==> src/rtl/decoder_r_stage.sv <==
// R-type decode stage for RV64F: classifies OP, OP-32 and OP-FP words.
// Ports: in_* (valid/ready/insn/tag), out_* (decoded entry), flush, illegal_count.
module decoder_r_stage #(
  parameter int XLEN     = 64,
  parameter int ENABLE_M = 1,
  parameter int ENABLE_F = 1,
  parameter int TAG_W    = 64,
  parameter int CNT_W    = 16
) (
  input  logic             clk,
  input  logic             rst_n,
  input  logic             flush,
  input  logic             in_valid,
  output logic             in_ready,
  input  logic [31:0]      in_insn,
  input  logic [TAG_W-1:0] in_tag,
  output logic             out_valid,
  input  logic             out_ready,
  output logic [TAG_W-1:0] out_tag,
  output logic [4:0]       out_rd,
  output logic [4:0]       out_rs1,
  output logic [4:0]       out_rs2,
  output logic [2:0]       out_funct3,
  output logic             out_sub_sra,
  output logic             out_is_word,
  output logic             out_is_mul,
  output logic             out_is_fp,
  output logic [4:0]       out_fp_funct5,
  output logic             out_illegal,
  output logic [CNT_W-1:0] illegal_count
);

  localparam logic [6:0] OP_OP   = 7'b0110011;
  localparam logic [6:0] OP_OP32 = 7'b0111011;
  localparam logic [6:0] OP_FP   = 7'b1010011;
  localparam logic [6:0] F7_BASE = 7'b0000000;
  localparam logic [6:0] F7_ALT  = 7'b0100000;
  localparam logic [6:0] F7_MUL  = 7'b0000001;

  typedef struct packed {
    logic [TAG_W-1:0] tag;
    logic [4:0]       rd;
    logic [4:0]       rs1;
    logic [4:0]       rs2;
    logic [2:0]       funct3;
    logic             sub_sra;
    logic             is_word;
    logic             is_mul;
    logic             is_fp;
    logic [4:0]       fp_funct5;
    logic             illegal;
  } ent_t;

  ent_t       dec;
  ent_t       main_q;
  ent_t       skid_q;
  logic       main_v;
  logic       skid_v;
  logic       accept;
  logic       legal;
  logic       arith;
  logic       word;
  logic       mul;
  logic       fp;
  logic [6:0] op;
  logic [6:0] f7;
  logic [2:0] f3;

  assign op = in_insn[6:0];
  assign f7 = in_insn[31:25];
  assign f3 = in_insn[14:12];

  always_comb begin
    legal = 1'b0;
    arith = 1'b0;
    word  = 1'b0;
    mul   = 1'b0;
    fp    = 1'b0;
    case (op)
      OP_OP: begin
        arith = 1'b1;
        unique case (1'b1)
          (f7 == F7_BASE): legal = 1'b1;
          (f7 == F7_ALT):
            legal = (f3 == 3'b000) || (f3 == 3'b101);
          (f7 == F7_MUL): begin
            mul   = 1'b1;
            legal = (ENABLE_M != 0);
          end
          default: legal = 1'b0;
        endcase
      end
      OP_OP32: begin
        arith = 1'b1;
        word  = 1'b1;
        unique case (1'b1)
          (f7 == F7_BASE):
            legal = (f3 == 3'b000) || (f3 == 3'b001)
                 || (f3 == 3'b101);
          (f7 == F7_ALT):
            legal = (f3 == 3'b000) || (f3 == 3'b101);
          (f7 == F7_MUL): begin
            mul   = 1'b1;
            legal = (ENABLE_M != 0)
                 && (f3 != 3'b001) && (f3 != 3'b010)
                 && (f3 != 3'b011);
          end
          default: legal = 1'b0;
        endcase
        if (XLEN != 64) legal = 1'b0;
      end
      OP_FP: begin
        fp    = 1'b1;
        legal = (ENABLE_F != 0) && (in_insn[26:25] == 2'b00);
      end
      default: legal = 1'b0;
    endcase
  end

  always_comb begin
    dec           = '0;
    dec.tag       = in_tag;
    dec.rd        = in_insn[11:7];
    dec.rs1       = in_insn[19:15];
    dec.rs2       = in_insn[24:20];
    dec.funct3    = f3;
    dec.fp_funct5 = in_insn[31:27];
    dec.illegal   = ~legal;
    dec.is_word   = legal & word;
    dec.is_mul    = legal & mul;
    dec.is_fp     = legal & fp;
    dec.sub_sra   = legal & arith & ~mul
                  & ((~f3[2] & f3[1]) | in_insn[30]);
  end

  // in_ready comes straight from the skid flop, so the
  // upstream never sees a path from out_ready.
  assign in_ready = ~skid_v;
  assign accept   = in_valid & ~skid_v;

  always_ff @(posedge clk or negedge rst_n) begin
    if (!rst_n) begin
      main_q <= '0;
      skid_q <= '0;
      main_v <= 1'b0;
      skid_v <= 1'b0;
    end else if (flush) begin
      main_v <= 1'b0;
      skid_v <= 1'b0;
    end else if (!main_v || out_ready) begin
      if (skid_v) begin
        main_q <= skid_q;
        main_v <= 1'b1;
        skid_v <= 1'b0;
      end else begin
        main_v <= accept;
        if (accept) main_q <= dec;
      end
    end else if (accept) begin
      skid_q <= dec;
      skid_v <= 1'b1;
    end
  end

  // Delivered handshakes count even in a flush cycle.
  always_ff @(posedge clk or negedge rst_n) begin
    if (!rst_n) begin
      illegal_count <= '0;
    end else if (main_v && out_ready && main_q.illegal
                 && !(&illegal_count)) begin
      illegal_count <= illegal_count + 1'b1;
    end
  end

  assign out_valid     = main_v;
  assign out_tag       = main_q.tag;
  assign out_rd        = main_q.rd;
  assign out_rs1       = main_q.rs1;
  assign out_rs2       = main_q.rs2;
  assign out_funct3    = main_q.funct3;
  assign out_sub_sra   = main_q.sub_sra;
  assign out_is_word   = main_q.is_word;
  assign out_is_mul    = main_q.is_mul;
  assign out_is_fp     = main_q.is_fp;
  assign out_fp_funct5 = main_q.fp_funct5;
  assign out_illegal   = main_q.illegal;

endmodule

==> config.mk <==
export PLATFORM = sky130hd
export DESIGN_NAME = decoder_r_stage
export DESIGN_NICKNAME = d
export VERILOG_FILES = /design/src/rtl/decoder_r_stage.sv
export SDC_FILE = /design/constraint.sdc
export NUM_CORES = 1
export LEC_CHECK = 0
export CAP_MARGIN = 20
export CORE_ASPECT_RATIO = 1.1
export CORE_MARGIN = 4
export CORE_UTILIZATION = 45
export CTS_CLUSTER_SIZE = 16
export DETAILED_ROUTE_END_ITERATION = 10
export PLACE_DENSITY = 0.85
export SYNTH_ARGS = -nofsm -noshare
export SYNTH_HDL_FRONTEND = slang
export SYNTH_SLANG_ARGS = --single-unit
==> constraint.sdc <==
create_clock -name clk -period 1.73 [get_ports clk]
set_clock_uncertainty 0.1 [all_clocks]
set_input_delay 0.173 -clock clk [delete_from_list [all_inputs] [get_ports clk]]
set_output_delay 0.173 -clock clk [all_outputs]
set_load 0.05 [all_outputs]
==> summary.json, run 1 <==
{
  "die_h": {"value": 152, "unit": "µm"},
  "report.final.slew_viol_count": {"value": 0},
  "synth.area.mux_share": {"value": 22.2, "unit": "%"},
  "place_congestion": {"value": 0.811},
  "antennaDiodeCount": {"value": 0},
  "first_iter_violations": {"value": 180},
  "cell_area_power_density": {"value": 1190, "unit": "nW/µm²"},
  "synth_top_cell_area_share": {"value": 59.2, "unit": "%"},
  "num_io_pins": {"value": 211},
  "finalCoreUtilization": {"value": 65.2, "unit": "%"},
  "final_layout_size_suffix_gt1_share": {"value": 34.2, "unit": "%"},
  "worst-setup-path-type": {"value": "flip-flop to flip-flop"},
  "data_required_time_at_the_worst_endpoint": {"value": 2.00, "unit": "ns"},
  "timing.hold.worst.class": {"value": "input port to async pin"},
  "floorplan.initialDensity": {"value": 46.0, "unit": "%"},
  "setup_total_negative_slack": {"value": 0, "unit": "ns"},
  "number_of_antenna_violations_at_the_first_check_in_global_routing": {"value": 0},
  "drv_cap": {"value": 0},
  "netlist_instances": {"value": 700},
  "synth-compound-area-share": {"value": 7.04, "unit": "%"},
  "start_of_the_worst_register_to_register_path": {"value": "illegal_count[5]$_DFFE_PN0P_"},
  "unique_masters_post_synth": {"value": 37},
  "slew_at_the_pin_closest_to_its_max_slew_limit": {"value": 0.436, "unit": "ns"},
  "syn-num-nets": {"value": 802},
  "post_synth_main_area_contributors": {"value": "sky130_fd_sc_hd__dfrtp_1, sky130_fd_sc_hd__mux2_2, sky130_fd_sc_hd__mux2i_1"},
  "detail_route.wl_per_cell": {"value": 17.3, "unit": "µm"},
  "period_minus_slack": {"value": 1.69, "unit": "ns"},
  "setup.worst_path.end_class": {"value": "flip-flop"},
  "dieArea": {"value": 21200, "unit": "µm²"},
  "placement.setup.worst_slack": {"value": -0.541, "unit": "ns"},
  "timing.final.crit_share": {"value": 97.9, "unit": "%"},
  "synth_adder_area_share": {"value": 0.278, "unit": "%"},
  "h-tree-depth": {"value": 1},
  "hold_slack": {"value": 0.0908, "unit": "ns"},
  "data_arrival_critical_path": {"value": 1.97, "unit": "ns"},
  "vias": {"value": 6350},
  "drt_pass1_iterations": {"value": 4},
  "rr_worst_depth": {"value": 4},
  "yosys_register_bits": {"value": 202},
  "critical_path.reg2reg.endpoint": {"value": "illegal_count[1]$_DFFE_PN0P_"},
  "clock_latency": {"value": 0.49, "unit": "ns"},
  "fill_cells": {"value": 1414},
  "worst_ir_drop_vdd": {"value": 759, "unit": "µV"},
  "synthesis.area": {"value": 8540, "unit": "µm²"},
  "crit_path_max_incr_delay": {"value": 0.41, "unit": "ns"},
  "clk_pin_slew": {"value": 0.06, "unit": "ns"},
  "share_of_the_synthesized_netlist_area_taken_by_xor_and_xnor_gates": {"value": 1.54, "unit": "%"},
  "nets": {"value": 1074},
  "grt_start_max_net_pins": {"value": 51},
  "place.detailed.hpwl": {"value": 14700, "unit": "µm"},
  "drt-vias-per-instance": {"value": 5.18},
  "timing.slew.headroom": {"value": 71.0, "unit": "%"},
  "critical_path_peak_fanout": {"value": 9},
  "clock_sink_count": {"value": 202},
  "synth_top_family_by_area": {"value": "multiplexers"},
  "grt-ovfl-total": {"value": 0},
  "port_buffers": {"value": 210},
  "cell_taking_the_most_area_after_synthesis": {"value": "sky130_fd_sc_hd__dfrtp_1"},
  "overall_global_routing_resource_usage": {"value": 19.5, "unit": "%"},
  "rrSetupSlack": {"value": 0.04, "unit": "ns"},
  "critPathTopFamily": {"value": "simple AND/OR/NAND/NOR gates"},
  "numCtsBuffers": {"value": 22},
  "status": {"value": "finished, final reports clean"},
  "horizontal_die_dimension": {"value": 139, "unit": "µm"},
  "crit_path_top_delay_cell": {"value": "sky130_fd_sc_hd__dfrtp_2"},
  "core": {"value": 18500, "unit": "µm²"},
  "synth_seq_area_share": {"value": 59.2, "unit": "%"},
  "fmax": {"value": 591, "unit": "MHz"},
  "crit_path_cell_trace": {"value": "and4_1 > and3_1 > a31oi_4 > mux2_4"},
  "static-leakage-power": {"value": 5.23, "unit": "nW"},
  "setup-violations-final": {"value": 0},
  "cp-start-kind": {"value": "flip-flop"},
  "detail_route.wirelength": {"value": 21300, "unit": "µm"},
  "postSynthAreaPerCell": {"value": 12.2, "unit": "µm²"},
  "final.setup.worst_slack": {"value": 0.0370, "unit": "ns"},
  "crit_buf_inv": {"value": 0},
  "remaining_drc_errors": {"value": 0},
  "synthToLayoutAreaGrowth": {"value": 41.7, "unit": "%"},
  "grt_pass1_vias": {"value": 6671},
  "final_number_of_hold_violating_endpoints": {"value": 0},
  "synthSimpleGateAreaFrac": {"value": 7.72, "unit": "%"},
  "synth_warnings": {"value": 0},
  "cts.path.max_buffers": {"value": 3},
  "antenna_violating_nets_post_route": {"value": 0},
  "clock_tree_from_tritoncts": {"value": "built"},
  "rsz0062_at_grt": {"value": "yes"},
  "clk_root_buffer_cell": {"value": "sky130_fd_sc_hd__clkbuf_16"},
  "placementRows": {"value": 52},
  "grt_first_pass_wirelength": {"value": 34300, "unit": "µm"}
}
synthesized netlist by cell type (all sizes together):
cell and number:
dfrtp 202, nor2 95, mux2 90, a21oi 89, mux2i 88, clkbuf 32
nand2 15, nand3 14, xnor2 11, buf 10, o21ai 7, and3 6
o31ai 5, a31oi 4, nor3 4, xor2 4, inv 3, and2 2
nand4 2, nor2b 2, nor3b 2, or2 2, a2111oi 1, a311oi 1
a31o 1, and4 1, and4b 1, ha 1, maj3 1, nand2b 1
nand4b 1, or3 1, or3b 1
cells in the final DEF (no fill, tap or decap), types with 3 or more instances in the layout:
cell	netlist	final
sky130_fd_sc_hd__o31ai_1	5	5
sky130_fd_sc_hd__and3_1	6	4
sky130_fd_sc_hd__nor2_1	95	94
sky130_fd_sc_hd__clkbuf_1	32	9
sky130_fd_sc_hd__nor3_1	4	3
sky130_fd_sc_hd__a21oi_1	89	89
sky130_fd_sc_hd__mux2i_1	88	88
sky130_fd_sc_hd__dlymetal6s2s_1	0	4
sky130_fd_sc_hd__nand2_1	15	15
sky130_fd_sc_hd__xor2_1	4	4
sky130_fd_sc_hd__xnor2_1	11	11
sky130_fd_sc_hd__buf_4	0	171
sky130_fd_sc_hd__dfrtp_1	202	188
sky130_fd_sc_hd__clkinv_2	0	4
sky130_fd_sc_hd__buf_12	0	12
sky130_fd_sc_hd__clkdlybuf4s50_1	0	92
sky130_fd_sc_hd__clkbuf_16	0	24
sky130_fd_sc_hd__dfrtp_2	0	13
sky130_fd_sc_hd__mux2_2	88	87
sky130_fd_sc_hd__nand3_1	14	13
sky130_fd_sc_hd__o21ai_0	6	6
sky130_fd_sc_hd__dlygate4sd2_1	0	3
layer usage:
metal | part of all wire [%] | GRT usage (%)
met5 | 0 | 0
met3 | 4.9 | 3.55
met1 | 40 | 23.7
met2 | 52 | 34.6
met4 | 3.4 | 6.99
kinds of logic (layout without fill, tap and decap cells):
family,Yosys count,after routing
adder cells (fa/ha/maj),2,2
flip-flops,202,202
buffers and inverters,45,329
AO/OA/AOI/OAI,108,108
AND/OR/NAND/NOR,150,150
XOR/XNOR,15,15
multiplexers,178,178
layout make-up:
cell class	instances	area [µm²]	area share (%)
Inverter	3	15.0	0.124
Sequential cell	202	5070	41.9
Multi-Input combinational cell	453	3390	28.0
Timing Repair Buffer	290	2690	22.2
Clock inverter	4	20.0	0.165
Tap cell	243	304	2.51
Clock buffer	32	609	5.04
per-stage QoR:
step,std cells,cell area (µm²),total power [W]
floorplan,700,8680,0.00865
global route,1227,12100,0.0150
detailed placement,1181,11300,0.0103
finish,1227,12100,0.0143
CTS,1222,12000,0.0145
global placement,1181,11300,0.0101
report_power, final:
part | internal [W] | switching (W) | total [W]
registers | 0.00566 | 0.000510 | 0.00617
clock network | 0.00242 | 0.00175 | 0.00417
logic | 0.00159 | 0.00241 | 0.00400
total | 0.00968 | 0.00467 | 0.0143
how the worst max path moves through the flow:
stage,endpoint,cells after the start,startpoint,slack [ns]
floorplan,illegal_count[1]$_DFFE_PN0P_,5,illegal_count[9]$_DFFE_PN0P_,-0.08
CTS,in_ready,3,skid_v$_DFFE_PN0P_,-0.02
detailed placement,skid_q[0]$_DFFE_PN0P_,6,in_insn[30],-0.54
finish,illegal_count[1]$_DFFE_PN0P_,4,illegal_count[5]$_DFFE_PN0P_,0.04
global route,illegal_count[7]$_DFFE_PN0P_,5,illegal_count[12]$_DFFE_PN0P_,-0.01
global placement,skid_q[0]$_DFFE_PN0P_,6,in_insn[12],-0.53
registers in the layout (all words and copies together) (netlist names):
signal and count:
skid_q 92, out_tag 64, illegal_count 16, out_fp_funct5 5, out_rd 5, out_rs1 5
out_rs2 5, out_funct3 3, out_illegal 1, out_is_fp 1, out_is_mul 1, out_is_word 1
out_sub_sra 1, out_valid 1, skid_v 1
repair_timing:
item / in CTS / in global routing
gates cloned: 2 / 1
buffers inserted: 2 / 4
endpoints found under the hold margin: 202 / 0
endpoints found under the setup margin: 2 / 81
hold buffers: 1 / 0
resized for setup: 8 / 7
pin swaps: 2 / 6
Power figures use the tool's default switching activity.
==> run 2: changes to the inputs <==
--- a/config.mk
+++ b/config.mk
@@ -6,12 +6,14 @@
 export NUM_CORES = 1
 export LEC_CHECK = 0
 export CAP_MARGIN = 20
+export CELL_PAD_IN_SITES_DETAIL_PLACEMENT = 0
+export CELL_PAD_IN_SITES_GLOBAL_PLACEMENT = 2
 export CORE_ASPECT_RATIO = 1.1
 export CORE_MARGIN = 4
-export CORE_UTILIZATION = 45
+export CORE_UTILIZATION = 29
 export CTS_CLUSTER_SIZE = 16
 export DETAILED_ROUTE_END_ITERATION = 10
-export PLACE_DENSITY = 0.85
+export PLACE_DENSITY = 0.84
 export SYNTH_ARGS = -nofsm -noshare
 export SYNTH_HDL_FRONTEND = slang
 export SYNTH_SLANG_ARGS = --single-unit
==> constraint.sdc (replaced) <==
create_clock -name clk -period 1.73 [get_ports clk]
set_clock_uncertainty 0.1 [all_clocks]
set_input_delay 0.346 -clock clk [delete_from_list [all_inputs] [get_ports clk]]
set_output_delay 0.346 -clock clk [all_outputs]
set_load 0.05 [all_outputs]
==> run 2 against run 1 <==
Critical path type is now flip-flop to output pin. Routed wire length increased by 21%. First-iteration DRC count up 61%. Highest routed layer unchanged. Clock power is 38% higher. Setup slack worse by 0.13 ns. Sequential share of layout area fell by 5.9 points. Largest power group unchanged. Critical path depth shrank 1. The flow now finishes with violations (negative setup slack). Largest cell class unchanged.
==> summary.json, run 2 (synthesized netlist as in run 1, its figures left out) <==
{
  "placement.setup.worst_slack": {"value": -0.725, "unit": "ns", "change": "was -0.541 ns"},
  "mostFrequentLayoutCells": {"value": "sky130_fd_sc_hd__dfrtp_1, sky130_fd_sc_hd__buf_4, sky130_fd_sc_hd__clkdlybuf4s50_1", "change": "was sky130_fd_sc_hd__dfrtp_1, sky130_fd_sc_hd__buf_4, sky130_fd_sc_hd__nor2_1"},
  "drv_cap": {"value": 0, "change": "unchanged"},
  "floorplan.initialDensity": {"value": 29.6, "unit": "%", "change": "was 46.0%"},
  "drt-vias-per-instance": {"value": 4.71, "change": "was 5.18"},
  "seq_power_share": {"value": 37.5, "unit": "%", "change": "was 43.0%"},
  "synthToLayoutAreaGrowth": {"value": 65.0, "unit": "%", "change": "was 41.7%"},
  "rrSetupSlack": {"value": -0.08, "unit": "ns", "change": "was 0.04 ns"},
  "p_int": {"value": 0.0115, "unit": "W", "change": "was 0.00968 W"},
  "largest_register_ff_count": {"value": 92, "change": "unchanged"},
  "final.setup.worst_slack": {"value": -0.0936, "unit": "ns", "change": "was 0.0370 ns"},
  "horizontal_die_dimension": {"value": 172, "unit": "µm", "change": "was 139 µm"},
  "antenna_violating_nets_post_route": {"value": 0, "change": "unchanged"},
  "num_io_pins": {"value": 211, "change": "unchanged"},
  "numCtsBuffers": {"value": 24, "change": "was 22"},
  "clock_latency": {"value": 0.51, "unit": "ns", "change": "was 0.49 ns"},
  "antennaDiodeCount": {"value": 0, "change": "unchanged"},
  "power.switching_fraction": {"value": 31.3, "unit": "%", "change": "was 32.5%"},
  "worst_ir_drop_vdd": {"value": 645, "unit": "µV", "change": "was 759 µV"},
  "status": {"value": "complete, but fails checks", "change": "was finished, final reports clean"},
  "min_delay_path_depth": {"value": 3},
  "failed_checks": {"value": "negative setup slack"},
  "path_common_cell": {"value": "sky130_fd_sc_hd__buf_12"},
  "largest-register": {"value": "skid_q", "change": "unchanged"},
  "timing.slew.headroom": {"value": 68.3, "unit": "%", "change": "was 71.0%"},
  "static-leakage-power": {"value": 5.87, "unit": "nW", "change": "was 5.23 nW"},
  "detail_route.wirelength": {"value": 25600, "unit": "µm", "change": "was 21300 µm"},
  "placed_cell_area": {"value": 11800, "unit": "µm²", "change": "was 11300 µm²"},
  "clock_sink_count": {"value": 202, "change": "unchanged"},
  "fill_cells": {"value": 2603, "change": "was 1414"},
  "hold_slack": {"value": 0.105, "unit": "ns", "change": "was 0.0908 ns"},
  "crit_buf_inv": {"value": 3, "change": "was 0"},
  "crit_path_cell_trace": {"value": "buf_12 > clkinvlp_4 > buf_12", "change": "was and4_1 > and3_1 > a31oi_4 > mux2_4"},
  "nets": {"value": 1106, "change": "was 1074"},
  "core": {"value": 28900, "unit": "µm²", "change": "was 18500 µm²"},
  "cell_area_power_density": {"value": 1180, "unit": "nW/µm²", "change": "was 1190 nW/µm²"},
  "final_layout_size_suffix_gt1_share": {"value": 49.0, "unit": "%", "change": "was 34.2%"},
  "switching_power": {"value": 0.00522, "unit": "W", "change": "was 0.00467 W"},
  "port_buffers": {"value": 210, "change": "unchanged"},
  "slew_at_the_pin_closest_to_its_max_slew_limit": {"value": 0.475, "unit": "ns", "change": "was 0.436 ns"},
  "cts.path.max_buffers": {"value": 3, "change": "unchanged"},
  "placementRows": {"value": 65, "change": "was 52"},
  "grt_first_pass_wirelength": {"value": 35500, "unit": "µm", "change": "was 34300 µm"},
  "setup-violations-final": {"value": 53, "change": "was 0"},
  "number_of_antenna_violations_at_the_first_check_in_global_routing": {"value": 0, "change": "unchanged"},
  "postLayoutCellArea": {"value": 14100, "unit": "µm²", "change": "was 12100 µm²"},
  "rsz0062_at_grt": {"value": "yes", "change": "unchanged"},
  "timing.hold.worst.class": {"value": "input port to flip-flop", "change": "was input port to async pin"},
  "grt_start_max_net_pins": {"value": 53, "change": "was 51"},
  "timing.final.crit_share": {"value": 105, "unit": "%", "change": "was 97.9%"},
  "critPathTopFamily": {"value": "flip-flops", "change": "was simple AND/OR/NAND/NOR gates"},
  "drt_pass1_iterations": {"value": 4, "change": "unchanged"},
  "first_iter_violations": {"value": 290, "change": "was 180"},
  "report.final.slew_viol_count": {"value": 0, "change": "unchanged"},
  "detail_route.wl_per_cell": {"value": 18.4, "unit": "µm", "change": "was 17.3 µm"},
  "crit_path_top_delay_cell": {"value": "sky130_fd_sc_hd__dfrtp_4", "change": "was sky130_fd_sc_hd__dfrtp_2"},
  "dieArea": {"value": 32300, "unit": "µm²", "change": "was 21200 µm²"},
  "crit_path_max_incr_delay": {"value": 0.51, "unit": "ns", "change": "was 0.41 ns"},
  "period_minus_slack": {"value": 1.82, "unit": "ns", "change": "was 1.69 ns"},
  "overall_global_routing_resource_usage": {"value": 13.5, "unit": "%", "change": "was 19.5%"},
  "vias": {"value": 6541, "change": "was 6350"},
  "critical_path_peak_fanout": {"value": 2, "change": "was 9"},
  "power.share.clock": {"value": 34.6, "unit": "%", "change": "was 29.1%"},
  "final_number_of_hold_violating_endpoints": {"value": 0, "change": "unchanged"},
  "fmax": {"value": 548, "unit": "MHz", "change": "was 591 MHz"},
  "finalNonFillerCells": {"value": 1390, "change": "was 1227"},
  "rr_worst_depth": {"value": 10, "change": "was 4"},
  "cp-start-kind": {"value": "flip-flop", "change": "unchanged"},
  "placed_cells": {"value": 1305, "change": "was 1181"},
  "h-tree-depth": {"value": 1, "change": "unchanged"},
  "place_congestion": {"value": 0.789, "change": "was 0.811"},
  "setup.worst_path.end_class": {"value": "output pin", "change": "was flip-flop"},
  "worst-setup-path-type": {"value": "flip-flop to output pin", "change": "was flip-flop to flip-flop"},
  "grt-ovfl-total": {"value": 0, "change": "unchanged"},
  "clk_pin_slew": {"value": 0.06, "unit": "ns", "change": "about the same"},
  "place.detailed.hpwl": {"value": 15400, "unit": "µm", "change": "was 14700 µm"},
  "remaining_drc_errors": {"value": 0, "change": "unchanged"},
  "finalCoreUtilization": {"value": 48.8, "unit": "%", "change": "was 65.2%"},
  "data_arrival_critical_path": {"value": 1.38, "unit": "ns", "change": "was 1.97 ns"},
  "path_depth": {"value": 3, "change": "was 4"},
  "comb_power_share": {"value": 27.8, "unit": "%", "change": "was 27.9%"},
  "final_common_cell": {"value": "sky130_fd_sc_hd__dfrtp_1", "change": "unchanged"},
  "clock_tree_from_tritoncts": {"value": "built", "change": "unchanged"},
  "die_h": {"value": 188, "unit": "µm", "change": "was 152 µm"},
  "clk_root_buffer_cell": {"value": "sky130_fd_sc_hd__clkbuf_16", "change": "unchanged"},
  "data_required_time_at_the_worst_endpoint": {"value": 1.28, "unit": "ns", "change": "was 2.00 ns"},
  "grt_pass1_vias": {"value": 6542, "change": "was 6671"}
}
-- run 2: cell types whose count changed in the layout (fill, tap and decap cells not counted), sizes merged, moves of 2 or more --
cell	previous run	this run
dlymetal6s2s	4	2
clkinv	4	6
clkdlybuf4s50	92	89
clkbuf	34	54
buf	186	200
bufinv	0	6
-- run 2: final cells by class --
class	count	area [µm²]	area share [%]
clock buffer	32	702	4.98
clock inverter	12	218	1.55
inverter	3	15.0	0.107
multi-input combinational	453	3960	28.1
sequential	202	5080	36.0
tap	368	460	3.27
timing repair buffer	320	3650	25.9
-- run 2: tightest hold or removal path: stages --
cell and delay, ns:
sky130_fd_sc_hd__buf_6 0.07, sky130_fd_sc_hd__buf_4 0.11, sky130_fd_sc_hd__mux2_2 0.14
-- run 2: what timing repair did --
| action | 4_1_cts | 5_1_grt |
|---|---|---|
| endpoints found under the hold margin | 202 | 0 |
| resized for setup | 35 | 174 |
| setup endpoints to repair | 43 | 160 |
| pin swaps | 8 | 14 |
| setup buffers | 6 | 9 |
| cloned | 2 | 26 |
| hold buffers | 1 | 0 |
-- run 2: path summary, 6_finish.rpt --
path	startpoint	end
setup / recovery	skid_v$_DFFE_PN0P_	in_ready
hold / removal	in_insn[12]	skid_q[10]$_DFFE_PN0P_
setup reg to reg	skid_v$_DFFE_PN0P_	out_is_word$_DFFE_PN0P_
hold reg to reg	skid_q[12]$_DFFE_PN0P_	skid_q[12]$_DFFE_PN0P_
max in group asynchronous	rst_n	out_illegal$_DFFE_PN0P_
min in group asynchronous	rst_n	out_valid$_DFFE_PN0N_
-- run 2: metal layers --
layer / wire [µm] / vias to the layer above / track usage (%)
li1: - / 3082 / -
met1: 11000 / 3249 / 18.0
met2: 12200 / 190 / 21.5
met3: 2160 / 20 / 4.93
met4: 223 / 0 / 2.32
met5: 0 / - / 0
-- run 2: metrics by stage --
step	power, W	TNS [ns]
global route	0.0175	-4.58
finish	0.0167	-1.16
floorplan	0.00866	-4.27
detailed placement	0.0105	-75.22
global placement	0.0104	-74.57
CTS	0.0164	-5.08
-- run 2: power by group through the flow --
stage	clock, W	sequential, W	combinational (W)
final	0.00577	0.00626	0.00464
after global routing	0.00615	0.00638	0.00493
after CTS	0.00592	0.00617	0.00427
after detailed placement	0	0.00625	0.00425
after global placement	0	0.00621	0.00420
after floorplan	0	0.00756	0.00110
==> run 3: changes to the inputs <==
--- a/config.mk
+++ b/config.mk
@@ -17,3 +17,4 @@
 export SYNTH_ARGS = -nofsm -noshare
 export SYNTH_HDL_FRONTEND = slang
 export SYNTH_SLANG_ARGS = --single-unit
+export TNS_END_PERCENT = 10
==> run 3 against run 2 <==
The flow still finishes with violations (negative setup slack). Sequential cell count did not move. Routed wire length down 9.7%. First-iteration DRC count fell by 26%. Utilization is 4.3 points lower. Sequential share of layout area grew 3.4 points. Sequential power decreased by 1%. Largest cell class unchanged.
==> summary.json, run 3 (synthesized netlist as in run 1, its figures left out) <==
{
  "horizontal_die_dimension": {"value": 172, "unit": "µm", "change": "unchanged"},
  "clk_root_buffer_cell": {"value": "sky130_fd_sc_hd__clkbuf_16", "change": "unchanged"},
  "dieArea": {"value": 32300, "unit": "µm²", "change": "unchanged"},
  "detail_route.wl_per_cell": {"value": 16.9, "unit": "µm", "change": "was 18.4 µm"},
  "remaining_drc_errors": {"value": 0, "change": "unchanged"},
  "static-leakage-power": {"value": 5.47, "unit": "nW", "change": "was 5.87 nW"},
  "core": {"value": 28900, "unit": "µm²", "change": "unchanged"},
  "grt-ovfl-total": {"value": 0, "change": "unchanged"},
  "grt_pass1_vias": {"value": 6604, "change": "was 6542"},
  "synthToLayoutAreaGrowth": {"value": 50.4, "unit": "%", "change": "was 65.0%"},
  "period_minus_slack": {"value": 1.83, "unit": "ns", "change": "was 1.82 ns"},
  "final.setup.worst_slack": {"value": -0.0958, "unit": "ns", "change": "was -0.0936 ns"},
  "cts.path.max_buffers": {"value": 3, "change": "unchanged"},
  "worst-setup-path-type": {"value": "flip-flop to output pin", "change": "unchanged"},
  "cell_area_power_density": {"value": 1170, "unit": "nW/µm²", "change": "was 1180 nW/µm²"},
  "antenna_violating_nets_post_route": {"value": 0, "change": "unchanged"},
  "status": {"value": "complete, but fails checks", "change": "unchanged"},
  "drt_pass1_iterations": {"value": 4, "change": "unchanged"},
  "largest_register_ff_count": {"value": 92, "change": "unchanged"},
  "rsz0062_at_grt": {"value": "yes", "change": "unchanged"},
  "numCtsBuffers": {"value": 23, "change": "was 24"},
  "place.detailed.hpwl": {"value": 15700, "unit": "µm", "change": "was 15400 µm"},
  "data_arrival_critical_path": {"value": 1.38, "unit": "ns", "change": "about the same"},
  "vias": {"value": 6304, "change": "was 6541"},
  "antennaDiodeCount": {"value": 0, "change": "unchanged"},
  "cp-start-kind": {"value": "flip-flop", "change": "unchanged"},
  "place_congestion": {"value": 0.756, "change": "was 0.789"},
  "final_layout_size_suffix_gt1_share": {"value": 35.4, "unit": "%", "change": "was 49.0%"},
  "data_required_time_at_the_worst_endpoint": {"value": 1.28, "unit": "ns", "change": "about the same"},
  "h-tree-depth": {"value": 1, "change": "unchanged"},
  "drv_cap": {"value": 0, "change": "unchanged"},
  "nets": {"value": 1086, "change": "was 1106"},
  "failed_checks": {"value": "negative setup slack", "change": "unchanged"},
  "clock_latency": {"value": 0.50, "unit": "ns", "change": "was 0.51 ns"},
  "setup.worst_path.end_class": {"value": "output pin", "change": "unchanged"},
  "critical_path_peak_fanout": {"value": 2, "change": "unchanged"},
  "final_common_cell": {"value": "sky130_fd_sc_hd__dfrtp_1", "change": "unchanged"},
  "port_buffers": {"value": 210, "change": "unchanged"},
  "clock_sink_count": {"value": 202, "change": "unchanged"},
  "mostFrequentLayoutCells": {"value": "sky130_fd_sc_hd__dfrtp_1, sky130_fd_sc_hd__buf_4, sky130_fd_sc_hd__nor2_1", "change": "was sky130_fd_sc_hd__dfrtp_1, sky130_fd_sc_hd__buf_4, sky130_fd_sc_hd__clkdlybuf4s50_1"},
  "placement.setup.worst_slack": {"value": -0.753, "unit": "ns", "change": "was -0.725 ns"},
  "final_number_of_hold_violating_endpoints": {"value": 0, "change": "unchanged"},
  "report.final.slew_viol_count": {"value": 0, "change": "unchanged"},
  "fill_cells": {"value": 2668, "change": "was 2603"},
  "clk_pin_slew": {"value": 0.06, "unit": "ns", "change": "about the same"},
  "timing.slew.headroom": {"value": 71.8, "unit": "%", "change": "was 68.3%"},
  "overall_global_routing_resource_usage": {"value": 14.3, "unit": "%", "change": "was 13.5%"},
  "first_iter_violations": {"value": 216, "change": "was 290"},
  "min_delay_path_depth": {"value": 3, "change": "unchanged"},
  "number_of_antenna_violations_at_the_first_check_in_global_routing": {"value": 0, "change": "unchanged"},
  "detail_route.wirelength": {"value": 23100, "unit": "µm", "change": "was 25600 µm"},
  "critical_path.reg2reg.endpoint": {"value": "skid_q[7]$_DFFE_PN0P_", "change": "was out_is_word$_DFFE_PN0P_"},
  "drt-vias-per-instance": {"value": 4.61, "change": "was 4.71"},
  "worst_ir_drop_vdd": {"value": 728, "unit": "µV", "change": "was 645 µV"},
  "num_io_pins": {"value": 211, "change": "unchanged"},
  "grt_first_pass_wirelength": {"value": 37000, "unit": "µm", "change": "was 35500 µm"},
  "grt_start_max_net_pins": {"value": 42, "change": "was 53"},
  "timing.final.crit_share": {"value": 106, "unit": "%", "change": "was 105%"},
  "final-seq-area": {"value": 5070, "unit": "µm²", "change": "was 5080 µm²"},
  "total_power": {"value": 0.0151, "unit": "W", "change": "was 0.0167 W"},
  "min-delay-start": {"value": "in_insn[28]", "change": "was in_insn[12]"},
  "timing.hold.worst.class": {"value": "input port to flip-flop", "change": "unchanged"},
  "floorplan.initialDensity": {"value": 29.6, "unit": "%", "change": "unchanged"},
  "multiInputGateArea": {"value": 3440, "unit": "µm²", "change": "was 3960 µm²"},
  "clock_tree_from_tritoncts": {"value": "built", "change": "unchanged"},
  "rrSetupSlack": {"value": -0.08, "unit": "ns", "change": "about the same"},
  "fmax": {"value": 548, "unit": "MHz", "change": "about the same"},
  "slew_at_the_pin_closest_to_its_max_slew_limit": {"value": 0.419, "unit": "ns", "change": "was 0.475 ns"},
  "placementRows": {"value": 65, "change": "unchanged"},
  "setup-violations-final": {"value": 93, "change": "was 53"},
  "start_of_the_worst_register_to_register_path": {"value": "skid_v$_DFFE_PN0P_", "change": "unchanged"},
  "die_h": {"value": 188, "unit": "µm", "change": "unchanged"},
  "largest-register": {"value": "skid_q", "change": "unchanged"},
  "hold-path-endpoint": {"value": "skid_q[2]$_DFFE_PN0P_", "change": "was skid_q[10]$_DFFE_PN0P_"},
  "rr_worst_depth": {"value": 6, "change": "was 10"}
}
[run 3: worst max path at each step]
stage | slack (ns) | to | cells after the start | from
after floorplan | -0.20 | skid_q[0]$_DFFE_PN0P_ | 5 | in_insn[30]
after global placement | -0.74 | skid_q[0]$_DFFE_PN0P_ | 6 | in_insn[30]
after detailed placement | -0.75 | skid_q[0]$_DFFE_PN0P_ | 6 | in_insn[30]
after CTS | -0.12 | in_ready | 3 | skid_v$_DFFE_PN0P_
after global routing | -0.14 | in_ready | 3 | skid_v$_DFFE_PN0P_
final | -0.1 | in_ready | 3 | skid_v$_DFFE_PN0P_
[run 3: final cells by class]
class,instances,share of cell area [%]
well taps,368,3.59
multi-input cells,454,26.8
clock buffers,36,5.25
flip-flops and latches,202,39.5
inverters,3,0.117
repair buffers,300,24.5
clock inverters,3,0.312
[run 3: metrics by stage]
step	utilization [%]	TNS [ns]	std cells	area [µm²]	hold WS [ns]
after global placement	40.7	-81.99	1310	11800	0.212
after floorplan	-	-19.38	700	8580	-0.0496
after detailed placement	40.7	-84.76	1310	11800	0.209
after CTS	44.3	-5.62	1365	12800	0.227
after global routing	44.5	-10.43	1366	12800	0.169
final	44.5	-3.93	1366	12800	0.156
[run 3: timing repair]
item                                   4_1_cts  5_1_grt
pin swaps                                    9        3
setup buffers                               10        1
setup endpoints to repair                   97      179
endpoints found under the hold margin       29        0
cloned                                       5        0
hold buffers                                 1        0
gates resized for setup                     30       16
[run 3: routing by layer]
metal / share of wire, % / global-route usage [%] / routed length (µm)
met5: 0 / 0 / 0
met4: 1.3 / 2.53 / 307
met3: 7.6 / 4.43 / 1770
met2: 47 / 23.2 / 10800
met1: 44 / 18.9 / 10200
[run 3: critical path, stage by stage (launching register included)]
cell and delay, ns:
sky130_fd_sc_hd__dfrtp_4 0.50, sky130_fd_sc_hd__buf_16 0.14, sky130_fd_sc_hd__clkinvlp_4 0.08, sky130_fd_sc_hd__buf_12 0.14
[run 3: report_power, final]
group	internal [W]	leakage (nW)	switching, W
Combinational	0.00181	2.74	0.00243
Clock	0.00280	0.351	0.00187
Sequential	0.00566	2.38	0.000513
Total	0.0103	5.47	0.00481
